File: config.mk
export PLATFORM = sky130hd
export DESIGN_NAME = iob_boot_ctr_mc
export DESIGN_NICKNAME = d
export VERILOG_FILES = /design/src/rtl/iob_boot_ctr_mc.sv
export SDC_FILE = /design/constraint.sdc
export NUM_CORES = 1
export LEC_CHECK = 0
export ABC_AREA = 1
export BUFFER_PORTS_ARGS = -buffer_cell sky130_fd_sc_hd__buf_4
export CAP_MARGIN = 20
export CORE_UTILIZATION = 50
export CTS_BUF_LIST = sky130_fd_sc_hd__clkbuf_8
export DETAILED_ROUTE_END_ITERATION = 8
export GPL_ROUTABILITY_DRIVEN = 0
export PLACE_DENSITY_LB_ADDON = 0.15
export SLEW_MARGIN = 20
export SYNTH_ARGS = -nofsm -noshare
export SYNTH_HDL_FRONTEND = slang
export SYNTH_SLANG_ARGS = --single-unit
export TNS_END_PERCENT = 1
File: constraint.sdc
create_clock -name clk_i -period 2.7 [get_ports clk_i]
set_input_delay 0.135 -clock clk_i [delete_from_list [all_inputs] [get_ports clk_i]]
set_output_delay 0.135 -clock clk_i [all_outputs]
set_load 0.02 [all_outputs]
File: src/rtl/iob_boot_ctr_mc.sv
// Multi-core boot/reset controller on the IOb native bus.
// Optional watchdog: define IOB_BOOT_CTR_MC_WDT_EN.
module iob_boot_ctr_mc #(
    parameter int ADDR_W    = 5,
    parameter int DATA_W    = 32,
    parameter int N_CORES   = 2,
    parameter int PULSE_W   = 16,
    parameter int DEF_PULSE = 100
) (
    input  logic                clk_i,
    input  logic                cke_i,
    input  logic                rst_i,
    input  logic                iob_avalid_i,
    input  logic [ADDR_W-1:0]   iob_addr_i,
    input  logic [DATA_W-1:0]   iob_wdata_i,
    input  logic [DATA_W/8-1:0] iob_wstrb_i,
    output logic                iob_rvalid_o,
    output logic [DATA_W-1:0]   iob_rdata_o,
    output logic                iob_ready_o,
    output logic [N_CORES-1:0]  boot_o,
    output logic [N_CORES-1:0]  cpu_reset_o
);

    typedef enum logic {
        ST_RUN   = 1'b0,
        ST_PULSE = 1'b1
    } state_e;

    localparam logic [PULSE_W-1:0] PULSE_ONE = PULSE_W'(1);
    localparam logic [PULSE_W-1:0] PULSE_DEF = PULSE_W'(DEF_PULSE);

    logic [2:0] off;
    logic       wr_en;
    logic       rd_en;

    assign off   = iob_addr_i[4:2];
    assign wr_en = iob_avalid_i & (|iob_wstrb_i);
    assign rd_en = iob_avalid_i & ~(|iob_wstrb_i);

    logic [N_CORES-1:0] boot_nxt_q, boot_nxt_d;
    logic [N_CORES-1:0] boot_q, boot_d;
    logic [PULSE_W-1:0] plen_q, plen_d;
    state_e             state_q [N_CORES];
    state_e             state_d [N_CORES];
    logic [PULSE_W-1:0] cnt_q [N_CORES];
    logic [PULSE_W-1:0] cnt_d [N_CORES];
    logic               rvalid_q;
    logic [DATA_W-1:0]  rdata_q, rdata_d;
    logic [DATA_W-1:0]  rd_val;
    logic [N_CORES-1:0] req;
    logic               wdt_fire;
    logic               wdt_fired;
    logic [DATA_W-1:0]  wdt_rd;
    logic               unused_ok;

    assign unused_ok = ^{iob_addr_i[1:0], iob_wdata_i};

`ifdef IOB_BOOT_CTR_MC_WDT_EN
    logic [DATA_W-1:0] wdt_to_q;
    logic [DATA_W-1:0] wdt_cnt_q;
    logic              wdt_fired_q;

    assign wdt_fire  = (wdt_cnt_q == DATA_W'(1));
    assign wdt_fired = wdt_fired_q;
    assign wdt_rd    = wdt_to_q;

    // Expiry reloads from the timeout so the watchdog keeps re-arming
    always_ff @(posedge clk_i) begin
        if (rst_i) begin
            wdt_to_q    <= '0;
            wdt_cnt_q   <= '0;
            wdt_fired_q <= 1'b0;
        end else if (cke_i) begin
            if (wr_en && off == 3'd3) begin
                wdt_to_q  <= iob_wdata_i;
                wdt_cnt_q <= iob_wdata_i;
            end else if (wdt_cnt_q != '0) begin
                wdt_cnt_q <= wdt_fire ? wdt_to_q : wdt_cnt_q - DATA_W'(1);
            end
            if (wdt_fire)
                wdt_fired_q <= 1'b1;
            else if (wr_en && off == 3'd4)
                wdt_fired_q <= 1'b0;
        end
    end
`else
    assign wdt_fire  = 1'b0;
    assign wdt_fired = 1'b0;
    assign wdt_rd    = '0;
`endif

    always_comb begin
        req = '0;
        if (wr_en && off == 3'd1)
            req = iob_wdata_i[N_CORES-1:0];
        req = req | {N_CORES{wdt_fire}};
    end

    always_comb begin
        boot_nxt_d = boot_nxt_q;
        plen_d     = plen_q;
        if (wr_en && off == 3'd0)
            boot_nxt_d = iob_wdata_i[N_CORES-1:0];
        if (wr_en && off == 3'd2) begin
            if (iob_wdata_i[PULSE_W-1:0] == '0)
                plen_d = PULSE_ONE;
            else
                plen_d = iob_wdata_i[PULSE_W-1:0];
        end
    end

    // Per-core next state; a request in PULSE reloads and re-latches boot
    always_comb begin
        boot_d = boot_q;
        for (int k = 0; k < N_CORES; k++) begin
            state_d[k] = state_q[k];
            cnt_d[k]   = cnt_q[k];
            if (req[k]) begin
                state_d[k] = ST_PULSE;
                cnt_d[k]   = plen_q;
                boot_d[k]  = boot_nxt_q[k];
            end else if (state_q[k] == ST_PULSE) begin
                if (cnt_q[k] == PULSE_ONE)
                    state_d[k] = ST_RUN;
                else
                    cnt_d[k] = cnt_q[k] - PULSE_ONE;
            end
        end
    end

    always_ff @(posedge clk_i) begin
        if (rst_i) begin
            boot_nxt_q <= '1;
            boot_q     <= '1;
            plen_q     <= PULSE_DEF;
            for (int k = 0; k < N_CORES; k++) begin
                state_q[k] <= ST_PULSE;
                cnt_q[k]   <= PULSE_DEF;
            end
        end else if (cke_i) begin
            boot_nxt_q <= boot_nxt_d;
            boot_q     <= boot_d;
            plen_q     <= plen_d;
            for (int k = 0; k < N_CORES; k++) begin
                state_q[k] <= state_d[k];
                cnt_q[k]   <= cnt_d[k];
            end
        end
    end

    always_comb begin
        for (int k = 0; k < N_CORES; k++)
            cpu_reset_o[k] = (state_q[k] == ST_PULSE);
    end

    assign boot_o = boot_q;

    always_comb begin
        rd_val = '0;
        case (off)
            3'd0: rd_val[N_CORES-1:0] = boot_nxt_q;
            3'd1: rd_val[N_CORES-1:0] = cpu_reset_o;
            3'd2: rd_val[PULSE_W-1:0] = plen_q;
            3'd3: rd_val              = wdt_rd;
            3'd4: begin
                rd_val[N_CORES-1:0] = cpu_reset_o;
                rd_val[16]          = wdt_fired;
            end
            default: rd_val = '0;
        endcase
    end

    assign rdata_d = rd_en ? rd_val : rdata_q;

    always_ff @(posedge clk_i) begin
        if (rst_i) begin
            rvalid_q <= 1'b0;
            rdata_q  <= '0;
        end else if (cke_i) begin
            rvalid_q <= rd_en;
            rdata_q  <= rdata_d;
        end
    end

    assign iob_rvalid_o = rvalid_q;
    assign iob_rdata_o  = rdata_q;
    assign iob_ready_o  = 1'b1;

endmodule

==> summary.md, run 1 <==
| Metric | Value |
|---|---|
| Outcome | `completed` |
| Ant diodes | `0` |
| Drt initial violations | `241` |
| Top cells by area, synth | `edfxtp_1, dfxtp_1, nand2_1, nor2_1, nand3_1` |
| Commonest non-fill, non-tap cell in the layout | `nand2_1` |
| Longest Clk Path Bufs | `2` |
| IO Count | `83` |
| Clk_lat worst skew | `0.35 ns` |
| Cells on Worst Hold Path | `3` |
| Slew headroom | `62.2%` |
| Cell taking the most area after synthesis | `edfxtp_1` |
| Per-cell routed wire length | `13.8 um` |
| Clock Pin Slew Worst Setup and Hold Paths | `0.08 ns` |
| P&R area growth vs syn | `14.3%` |
| Crit path top cell by count | `nand2_1` |
| Critical R2R Capture | `cnt_q[0][14]$_SDFFCE_PP0P_` |
| CP required | `2.82 ns` |
| Flops & latches, synth | `71` |
| Mapped Cells | `589` |
| Starting Density | `51.8%` |
| H-tree depth | `3` |
| Largest net degree at the start of global routing | `25` |
| Port Buffer Count | `47` |
| Cell Area, Placed | `4610 um^2` |
| Yosys warns | `0` |
| Die height | `94.5 um` |
| Slowest cell on crit path | `edfxtp_1` |
| Simple-Gate Fraction of Synth Area | `35.6%` |
| CTS tree | `yes` |
| Initial antenna violation count | `0` |
| Yosys cell types | `35` |
| Register-to-Register Path Depth | `9` |
| Max_cap viols | `0` |
| Total Nets Final | `682` |
| WP data arrival | `1.95 ns` |
| Post-synth top area share | `23.8%` |
| GR Overflow Total | `0` |
| Peak Freq | `546 MHz` |
| Crit path kind | `reg -> reg` |
| Die Wd | `94.5 um` |
| Worst-path fanout max | `6` |
| Post-route ant nets | `0` |
| Gr usage total | `24.8%` |
| Final max-slew violation count | `0` |
| Hold path endpoint | `plen_q[2]$_SDFFE_PP1P_` |
| TritonRoute pass-1 iters | `4` |
| CP Cell Sequence | `inv_1, ha_1, nand2_1, nor2_1, nand2_1, nand2_1, nand3_1, nand2_1, inv_1` |
| Core Area | `8260 um^2` |
| Post-synth EDFFs | `34` |
| Synth Area in Adders | `1.17%` |
| Largest family of logic cells by synthesized area | `simple AND/OR/NAND/NOR gates` |
| Post-CTS sizing | `0` |
| Total clock sinks | `71` |
| RSZ-0062 raised after global routing | `no` |
| Worst hold path class | `in -> reg` |
| Crit. End Element | `flip-flop` |
| Min-Delay Startpoint | `iob_wdata_i[2]` |
| Worst r2r src | `cnt_q[0][0]$_SDFFCE_PP0P_` |
| Post-route minimum period | `1.83 ns` |
| Pleak | `2.22 nW` |
| Vias per cell | `5.17` |
| DP HPWL | `7.57 mm` |
| Async SR Flop Fraction | `0%` |
| Seq/Total Area, Yosys | `41.1%` |
| Setup tns final | `0 ns` |
| Vias | `3845` |
| Final Setup Violations | `0` |
| Row Count | `33` |
| Routed WL | `10.2 mm` |
| Reg-to-reg setup timing slack | `0.87 ns` |
| CTS root buf | `clkbuf_8` |
| Min Hold Slack | `0.0144 ns` |
| Most frequent cells in the layout | `nand2_1, nor2_1, inv_1` |
| Layout Skew | `0.00620 ns` |
| Worst VDD drop | `0.348 mV` |
| Share of cells above drive strength 1 | `16.9%` |
| Ys flop type | `dfxtp_1` |
| # fillers | `793` |
| Vias in the first global route | `3547` |
| Global-route wire length before repair | `16.9 mm` |
| TritonCTS buffer count | `9` |
| Mean post-synth cell area | `7.27 um^2` |
| Period utilisation layout | `67.8%` |
| Die area | `8940 um^2` |
| Complex-gate fraction of the synthesized area | `8.39%` |
| Post-Syn Area | `4280 um^2` |
| Tightest Pin Transition | `0.564 ns` |
| Final hold violation count | `0` |
| Mux cell area share after synthesis | `0%` |
| XOR/XNOR Fraction of Synth Area | `1.43%` |
| CP Launch Type | `flip-flop` |
| DRC | `0` |
| Pwr dens | `538 nW/um^2` |
| CP max stage delay | `0.44 ns` |
| Post-route cell area | `4890 um^2` |
[cell families (layout without fill, tap and decap cells)]
kind of cell,count (synthesis),in the layout
buffers and inverters,106,140
DFF,71,71
and+or+nand+nor,336,336
adders and majority gates,4,4
AOI/OAI and AO/OA,63,63
xor gates and xnor gates,7,7
other,2,17
[Yosys cell counts (12+ instances only)]
cell type,number
nand2_1,161
dfxtp_1,37
edfxtp_1,34
o21ai_0,19
buf_4,17
a21oi_1,19
inv_1,63
o21ai_1,12
nor2_1,82
nand3_1,57
[critical path: cells and delay by family, from the launching register on]
| family | cells | cell delay, ns |
|---|---|---|
| simple gates | 6 | 0.81 |
| buf+inv | 2 | 0.15 |
| flops | 1 | 0.44 |
| fa+ha+maj | 1 | 0.19 |
[power by group]
part	leakage (nW)	internal (mW)	switching, mW
combinational	1.43	0.103	0.194
clock	0.134	0.711	0.425
sequential	0.648	1.17	0.0327
[cell type report]
cell class | count | area [um^2] | share of cell area (%)
clock buffers | 9 | 124 | 2.53
clock inverters | 7 | 144 | 2.94
inverters | 70 | 267 | 5.44
multi-input cells | 427 | 2060 | 42.0
flip-flops and latches | 71 | 1760 | 36.0
well taps | 105 | 131 | 2.68
repair buffers | 54 | 410 | 8.38
[sequential cells by signal, indices dropped and copies added (netlist names)]
signal,cells
boot_o,2
plen_q,16
iob_rvalid_o,1
iob_rdata_o,16
boot_nxt_q,2
state_q,2
cnt_q,32
[how the worst max path moves through the flow]
stage,from,endpoint,slack (ns),cells after the start
finish,cnt_q[0][0]$_SDFFCE_PP0P_,cnt_q[0][14]$_SDFFCE_PP0P_,0.87,9
global route,cnt_q[0][0]$_SDFFCE_PP0P_,cnt_q[0][14]$_SDFFCE_PP0P_,0.71,9
CTS,cnt_q[0][0]$_SDFFCE_PP0P_,cnt_q[0][14]$_SDFFCE_PP0P_,0.88,9
detailed placement,iob_addr_i[3],cnt_q[0][25]$_SDFFCE_PP0P_,0.70,9
global placement,iob_addr_i[3],cnt_q[0][26]$_SDFFCE_PP0P_,0.72,9
floorplan,cnt_q[0][0]$_SDFFCE_PP0P_,cnt_q[0][0]$_SDFFCE_PP0P_,0.64,6
[repair_timing]
action	4_1_cts	5_1_grt
endpoints found under the hold margin	2	0
buffers inserted	0	0
hold buffers	2	0
[through the flow]
step                      cells  setup WS [ns]  util, %  power, mW
after CTS                   743          0.878     59.3       2.65
after global placement      725          0.717     55.8       1.51
final                       743          0.868     59.3       2.63
after global routing        743          0.706     59.3       2.73
after detailed placement    725          0.702     55.8       1.52
after floorplan             604          0.635        -       1.45
[per-layer routing]
metal / GRT usage (%) / vias up / routed length, um
met1: 32.1 / 1787 / 4550
li1: - / 1928 / -
met4: 9.85 / 0 / 234
met2: 41.7 / 108 / 4970
met5: 0 / - / 0
met3: 3.54 / 22 / 472
Power figures use the tool's default switching activity.
==> run 2: changes to the inputs <==
- clock period: 2.7 -> 1.7 ns (I/O delays scaled with it)
==> summary.md, run 2 (synthesis results as in run 1) <==
| Metric | Value |
|---|---|
| Post-route minimum period | `1.66 ns (-0.167 ns)` |
| Max FFs per register | `32 (unchanged)` |
| Crit. End Element | `flip-flop` |
| Commonest non-fill, non-tap cell in the layout | `nand2_1` |
| P&R area growth vs syn | `19.3%` |
| Total clock sinks | `71 (unchanged)` |
| Die height | `94.5 um (unchanged)` |
| Worst r2r src | `cnt_q[0][0]$_SDFFCE_PP0P_` |
| CTS tree | `yes` |
| Global-route wire length before repair | `17.8 mm (+5.6%)` |
| WP data arrival | `1.74 ns (-0.21 ns)` |
| Final max-slew violation count | `0 (unchanged)` |
| Clk_lat worst skew | `0.36 ns (about the same)` |
| Reg-to-reg setup timing slack | `0.04 ns (-0.83 ns)` |
| Biggest register | `cnt_q` |
| Fin cells | `770 (+3.6%)` |
| Peak Freq | `601 MHz (+10%)` |
| Total Nets Final | `709 (+4.0%)` |
| Pwr dens | `756 nW/um^2 (+41%)` |
| Initial antenna violation count | `0 (unchanged)` |
| Placed Cells incl. Taps | `739 (+1.9%)` |
| Layout Skew | `0.0114 ns (+0.00522 ns)` |
| Largest net degree at the start of global routing | `29 (+16%)` |
| Vias per cell | `5.13 (-0.87%)` |
| Starting Density | `51.8% (unchanged)` |
| GR Overflow Total | `0 (unchanged)` |
| DP HPWL | `7.81 mm (+3.1%)` |
| Worst VDD drop | `0.461 mV (+32%)` |
| Most frequent cells in the layout | `nand2_1, nor2_1, buf_4` |
| Share of cells above drive strength 1 | `19.5% (+2.6 points)` |
| Vias in the first global route | `3710 (+4.6%)` |
| Multi-input gate area | `2080 um^2 (+1.1%)` |
| Pint | `2.76 mW (+39%)` |
| Part of the power in combinational logic | `13.9% (+2.6 points)` |
| Clock network fraction of total power | `36.8% (-6.3 points)` |
| Critical R2R Capture | `cnt_q[0][9]$_SDFFCE_PP0P_` |
| Hold path endpoint | `boot_o[1]$_SDFFE_PP1P_` |
| Worst-path fanout max | `16 (+10)` |
| Drt initial violations | `276 (+15%)` |
| Period utilisation layout | `97.9% (+30 points)` |
| Post-route cell area | `5110 um^2 (+4.3%)` |
| Outcome | `completed` |
| Worst hold path class | `in -> reg` |
| DRC | `0 (unchanged)` |
| Row Count | `33 (unchanged)` |
| Final hold violation count | `0 (unchanged)` |
| Vias | `3950 (+2.7%)` |
| Post-route ant nets | `0 (unchanged)` |
| H-tree depth | `3 (unchanged)` |
| CP Launch Type | `flip-flop` |
| Longest Clk Path Bufs | `2 (unchanged)` |
| Gr usage total | `26.3% (+1.5 points)` |
| Die Wd | `94.5 um (unchanged)` |
| TritonRoute pass-1 iters | `5 (+1)` |
| Min-Delay Startpoint | `cke_i` |
| IO Count | `83 (unchanged)` |
| Cells on Worst Hold Path | `3 (unchanged)` |
| Final Setup Violations | `0 (unchanged)` |
| CTS root buf | `clkbuf_8` |
| Ant diodes | `0 (unchanged)` |
| Routed WL | `10.7 mm (+4.6%)` |
| Die area | `8940 um^2 (unchanged)` |
| Crit path kind | `reg -> reg` |
| CP required | `1.77 ns (-1.05 ns)` |
| Pleak | `2.32 nW (+4.7%)` |
| Core Area | `8260 um^2 (unchanged)` |
| Cell Area, Placed | `4740 um^2 (+3.0%)` |
| Max_cap viols | `0 (unchanged)` |
| Sequential Power Share | `49.3% (+3.7 points)` |
| # fillers | `763 (-3.8%)` |
| Per-cell routed wire length | `13.9 um (+0.94%)` |
| Port Buffer Count | `47 (unchanged)` |
| Sw frac | `28.6% (+3.8 points)` |
| Net Sw Power | `1.10 mW (+69%)` |
| Register-to-Register Path Depth | `8 (-1)` |
| Seq. cell area | `1760 um^2 (unchanged)` |
| TritonCTS buffer count | `9 (unchanged)` |
| Clock Pin Slew Worst Setup and Hold Paths | `0.08 ns (about the same)` |
-- run 2: cell types whose count changed in the layout (fill, tap and decap cells not counted), sizes merged --
cell	delta
clkinv	-1
inv	+3
dlygate4sd3	+11
bufinv	-3
clkinvlp	+1
buf	+16
-- run 2: metrics by stage --
| stage | setup slack (ns) | power, mW | util (%) | setup TNS, ns | hold WS, ns |
|---|---|---|---|---|---|
| after CTS | 0.0499 | 3.87 | 61.5 | 0 | 0.00774 |
| after detailed placement | 0.0656 | 2.44 | 57.5 | 0 | 0.301 |
| after floorplan | -0.0236 | 2.30 | - | -0.377 | 0.198 |
| final | 0.0352 | 3.86 | 61.8 | 0 | 0.0199 |
| after global routing | -0.0195 | 4.02 | 61.8 | -0.263 | 0.0297 |
| after global placement | 0.115 | 2.43 | 57.5 | 0 | 0.299 |
-- run 2: layer usage --
layer,track usage (%),part of all wire (%)
met5,0,0
met4,10.2,1.8
met3,3.70,5.3
met2,43.4,48
met1,34.9,45
-- run 2: cell type report --
class,instances,share of cell area [%]
Timing Repair Buffer,81,13.0
Multi-Input combinational cell,427,40.7
Sequential cell,71,34.5
Inverter,70,5.22
Tap cell,105,2.57
Clock inverter,7,1.54
Clock buffer,9,2.43
-- run 2: worst max-delay path: stages (launching register included) --
cell and delay (ns):
edfxtp_1 0.41, buf_4 0.16, ha_1 0.19, nand2_1 0.07, nor2_1 0.04, nand2_1 0.10, nand2_2 0.07, a21oi_2 0.17
buf_12 0.17
-- run 2: what timing repair did --
item,in CTS,in global routing
hold buffers,13,0
endpoints found under the hold margin,13,0
setup endpoints to repair,0,10
gates resized for setup,0,5
buffers inserted,0,2
-- run 2: power by group through the flow --
stage	combinational, mW	clock (mW)	sequential, mW
final	0.538	1.42	1.90
after global placement	0.491	0	1.94
after detailed placement	0.501	0	1.94
after global routing	0.604	1.51	1.91
after floorplan	0.370	0	1.93
after CTS	0.527	1.44	1.90
-- run 2: worst max-delay path by stage --
| stage | from | end | slack, ns | depth (start not counted) |
|---|---|---|---|---|
| after CTS | cnt_q[0][0]$_SDFFCE_PP0P_ | cnt_q[0][14]$_SDFFCE_PP0P_ | 0.05 | 10 |
| final | cnt_q[0][0]$_SDFFCE_PP0P_ | cnt_q[0][9]$_SDFFCE_PP0P_ | 0.04 | 8 |
| after detailed placement | cnt_q[0][0]$_SDFFCE_PP0P_ | cnt_q[0][14]$_SDFFCE_PP0P_ | 0.07 | 10 |
| after floorplan | cnt_q[0][0]$_SDFFCE_PP0P_ | cnt_q[0][0]$_SDFFCE_PP0P_ | -0.02 | 6 |
| after global placement | cnt_q[0][0]$_SDFFCE_PP0P_ | cnt_q[0][14]$_SDFFCE_PP0P_ | 0.11 | 10 |
| after global routing | cnt_q[0][0]$_SDFFCE_PP0P_ | cnt_q[0][1]$_SDFFCE_PP0P_ | -0.02 | 8 |
==> run 3: changes to the inputs <==
--- a/config.mk
+++ b/config.mk
@@ -7,10 +7,9 @@
 export LEC_CHECK = 0
 export ABC_AREA = 1
-export BUFFER_PORTS_ARGS = -buffer_cell sky130_fd_sc_hd__buf_4
+export BUFFER_PORTS_ARGS = -buffer_cell sky130_fd_sc_hd__buf_2
 export CAP_MARGIN = 20
 export CORE_UTILIZATION = 50
 export CTS_BUF_LIST = sky130_fd_sc_hd__clkbuf_8
 export DETAILED_ROUTE_END_ITERATION = 8
-export GPL_ROUTABILITY_DRIVEN = 0
 export PLACE_DENSITY_LB_ADDON = 0.15
 export SLEW_MARGIN = 20
==> constraint.sdc (replaced) <==
create_clock -name clk_i -period 1.7 [get_ports clk_i]
set_input_delay 0.425 -clock clk_i [delete_from_list [all_inputs] [get_ports clk_i]]
set_output_delay 0.425 -clock clk_i [all_outputs]
set_load 0.02 [all_outputs]
==> summary.md, run 3 (synthesis results as in run 1) <==
| Metric | Value |
|---|---|
| Outcome | `completed` |
| Core Area | `8260 um^2 (unchanged)` |
| Drt initial violations | `192 (-30%)` |
| Sequential Power Share | `49.7% (+0.4 points)` |
| Global-route wire length before repair | `16.7 mm (-6.4%)` |
| GR Overflow Total | `0 (unchanged)` |
| Met3 GRT Util | `3.78% (+0.081 points)` |
| CP required | `1.76 ns (about the same)` |
| CTS root buf | `clkbuf_8` |
| Worst r2r src | `cnt_q[0][0]$_SDFFCE_PP0P_` |
| Net Sw Power | `1.07 mW (-3.3%)` |
| Post-route ant nets | `0 (unchanged)` |
| H-tree depth | `3 (unchanged)` |
| Crit. End Element | `flip-flop` |
| Period utilisation layout | `100% (+2.0 points)` |
| Hold path endpoint | `plen_q[5]$_SDFFE_PP1P_` |
| Die height | `94.5 um (unchanged)` |
| Die Wd | `94.5 um (unchanged)` |
| IO Count | `83 (unchanged)` |
| Port Buffer Count | `47 (unchanged)` |
| Largest net degree at the start of global routing | `20 (-31%)` |
| Reg-to-reg setup timing slack | `0.0005 ns (-0.03 ns)` |
| Final setup margin | `0.000492 ns (-0.0347 ns)` |
| Die area | `8940 um^2 (unchanged)` |
| Slowest cell on crit path | `edfxtp_1` |
| Crit path top cell by count | `nand2_2` |
| Pleak | `2.29 nW (-1.1%)` |
| Post-route minimum period | `1.70 ns (+0.0347 ns)` |
| Min-Delay Startpoint | `iob_wdata_i[5]` |
| Bufs and invs on worst path | `1 (-1)` |
| Initial antenna violation count | `0 (unchanged)` |
| CP max stage delay | `0.46 ns (+0.05 ns)` |
| Final hold violation count | `0 (unchanged)` |
| Part of the power in combinational logic | `13.3% (-0.6 points)` |
| Pwr dens | `772 nW/um^2 (+2.1%)` |
| Most frequent cells in the layout | `nand2_1, nor2_1, inv_1` |
| Clock Pin Slew Worst Setup and Hold Paths | `0.08 ns (about the same)` |
| Layout Skew | `0.00945 ns (-0.00198 ns)` |
| Peak Freq | `588 MHz (-2.0%)` |
| WP data arrival | `1.76 ns (+0.02 ns)` |
| Max_cap viols | `0 (unchanged)` |
| GR Util met1 | `31.9% (-3.0 points)` |
| Met2 Use GR | `41.7% (-1.7 points)` |
| Most Crowded Layer GR | `met2` |
| Final Setup Violations | `0 (unchanged)` |
| Sw frac | `27.9% (-0.71 points)` |
| Register-to-Register Path Depth | `7 (-1)` |
| Starting Density | `51.8% (unchanged)` |
| Crit path kind | `reg -> reg` |
| Longest Clk Path Bufs | `2 (unchanged)` |
| Share of cells above drive strength 1 | `21.3% (+1.8 points)` |
| Worst-path fanout max | `8 (-8)` |
| Worst hold path class | `in -> reg` |
| RePlAce Congestion | `0.872` |
| Post-Place Worst Slack | `-0.0569 ns (-0.122 ns)` |
| TritonRoute pass-1 iters | `5 (unchanged)` |
| Total Nets Final | `705 (-0.56%)` |
| Vias | `3932 (-0.46%)` |
| Cell family with the largest share of critical-path delay | `flip-flops` |
| Row Count | `33 (unchanged)` |
| Commonest non-fill, non-tap cell in the layout | `nand2_1` |
| Vias in the first global route | `3512 (-5.3%)` |
| Gr usage total | `24.5% (-1.8 points)` |
| Ant diodes | `0 (unchanged)` |
| Pint | `2.76 mW (+0.17%)` |
| Worst VDD drop | `0.387 mV (-16%)` |
| Max FFs per register | `32 (unchanged)` |
| DP HPWL | `7.88 mm (+0.94%)` |
| CP Launch Type | `flip-flop` |
| Total clock sinks | `71 (unchanged)` |
| Setup tns final | `0 ns (unchanged)` |
| P&R area growth vs syn | `15.8%` |
| Pwr Total | `3.83 mW (-0.82%)` |
| Biggest register | `cnt_q` |
| CP Cell Sequence | `ha_2, nand2_2, nor2_1, nand2_1, nand2_2, a21oi_4, clkbuf_16` |
| TritonCTS buffer count | `9 (unchanged)` |
| Cell Area, Placed | `4700 um^2 (-0.90%)` |
| Routed WL | `10.6 mm (-1.3%)` |
| Per-cell routed wire length | `13.8 um (-0.75%)` |
| Critical R2R Capture | `cnt_q[0][0]$_SDFFCE_PP0P_` |
| Vias per cell | `5.13 (about the same)` |
| Clk_lat worst skew | `0.34 ns (-0.02 ns)` |
| Cells on Worst Hold Path | `3 (unchanged)` |
| Clock network fraction of total power | `37.0% (+0.2 points)` |
| DRC | `0 (unchanged)` |
| CTS tree | `yes` |
| Post-route cell area | `4960 um^2 (-2.9%)` |
| Final max-slew violation count | `0 (unchanged)` |
| Post-CTS Hold Fix Bufs | `0 (-13)` |
| RSZ-0062 raised after global routing | `yes` |
[run 3: cell types whose count changed in the layout (fill, tap and decap cells not counted), sizes merged]
cell         before  now
clkinvlp          1    0
buf              68   76
clkbuf            9   11
dlygate4sd3      13    0
[run 3: layout make-up]
cell class | instances | area, um^2
clock buffer | 10 | 138
clock inverter | 6 | 65.1
fill | 769 | 3300
inverter | 70 | 267
multi-input combinational | 427 | 2090
sequential | 71 | 1760
tap | 105 | 131
timing repair buffer | 77 | 503
[run 3: worst max path at each step]
stage,to,depth (start not counted),from,slack [ns]
detailed placement,cnt_q[0][18]$_SDFFCE_PP1P_,9,iob_addr_i[4],-0.06
CTS,cnt_q[0][2]$_SDFFCE_PP1P_,7,cnt_q[0][0]$_SDFFCE_PP0P_,0.06
global placement,cnt_q[0][26]$_SDFFCE_PP0P_,9,iob_addr_i[4],-0.01
global route,cnt_q[0][0]$_SDFFCE_PP0P_,7,cnt_q[0][0]$_SDFFCE_PP0P_,-0.06
finish,cnt_q[0][0]$_SDFFCE_PP0P_,7,cnt_q[0][0]$_SDFFCE_PP0P_,0.0005
floorplan,cnt_q[0][16]$_SDFFCE_PP0P_,8,iob_addr_i[3],-0.08
[run 3: power by group through the flow]
stage / combinational, mW / sequential, mW / clock [mW]
2_1_floorplan: 0.373 / 1.93 / 0
3_3_place_gp: 0.480 / 1.94 / 0
3_5_place_dp: 0.490 / 1.94 / 0
4_1_cts: 0.492 / 1.90 / 1.44
5_1_grt: 0.565 / 1.91 / 1.51
6_report: 0.508 / 1.90 / 1.42
[run 3: tightest hold or removal path, cell delays in order]
cell	delay [ns]
buf_2	0.09
nand2_1	0.05
nand3_1	0.05
[run 3: timing repair]
item,in CTS,in global routing
buffers inserted,0,2
hold endpoints to repair,0,0
setup endpoints to repair,0,21
gates resized for setup,0,7
[run 3: layer usage]
metal / up-vias / wire (um) / part of all wire (%)
li1: 1990 / - / -
met1: 1776 / 4590 / 43
met2: 152 / 5110 / 48
met3: 14 / 714 / 6.8
met4: 0 / 140 / 1.3
met5: - / 0 / 0
[run 3: per-stage QoR]
step	hold WS, ns	instances	utilization [%]
2_1_floorplan	0.458	604	-
3_3_place_gp	0.457	747	56.9
3_5_place_dp	0.463	747	56.9
4_1_cts	0.285	763	59.4
5_1_grt	0.322	766	60.1
6_report	0.296	766	60.1
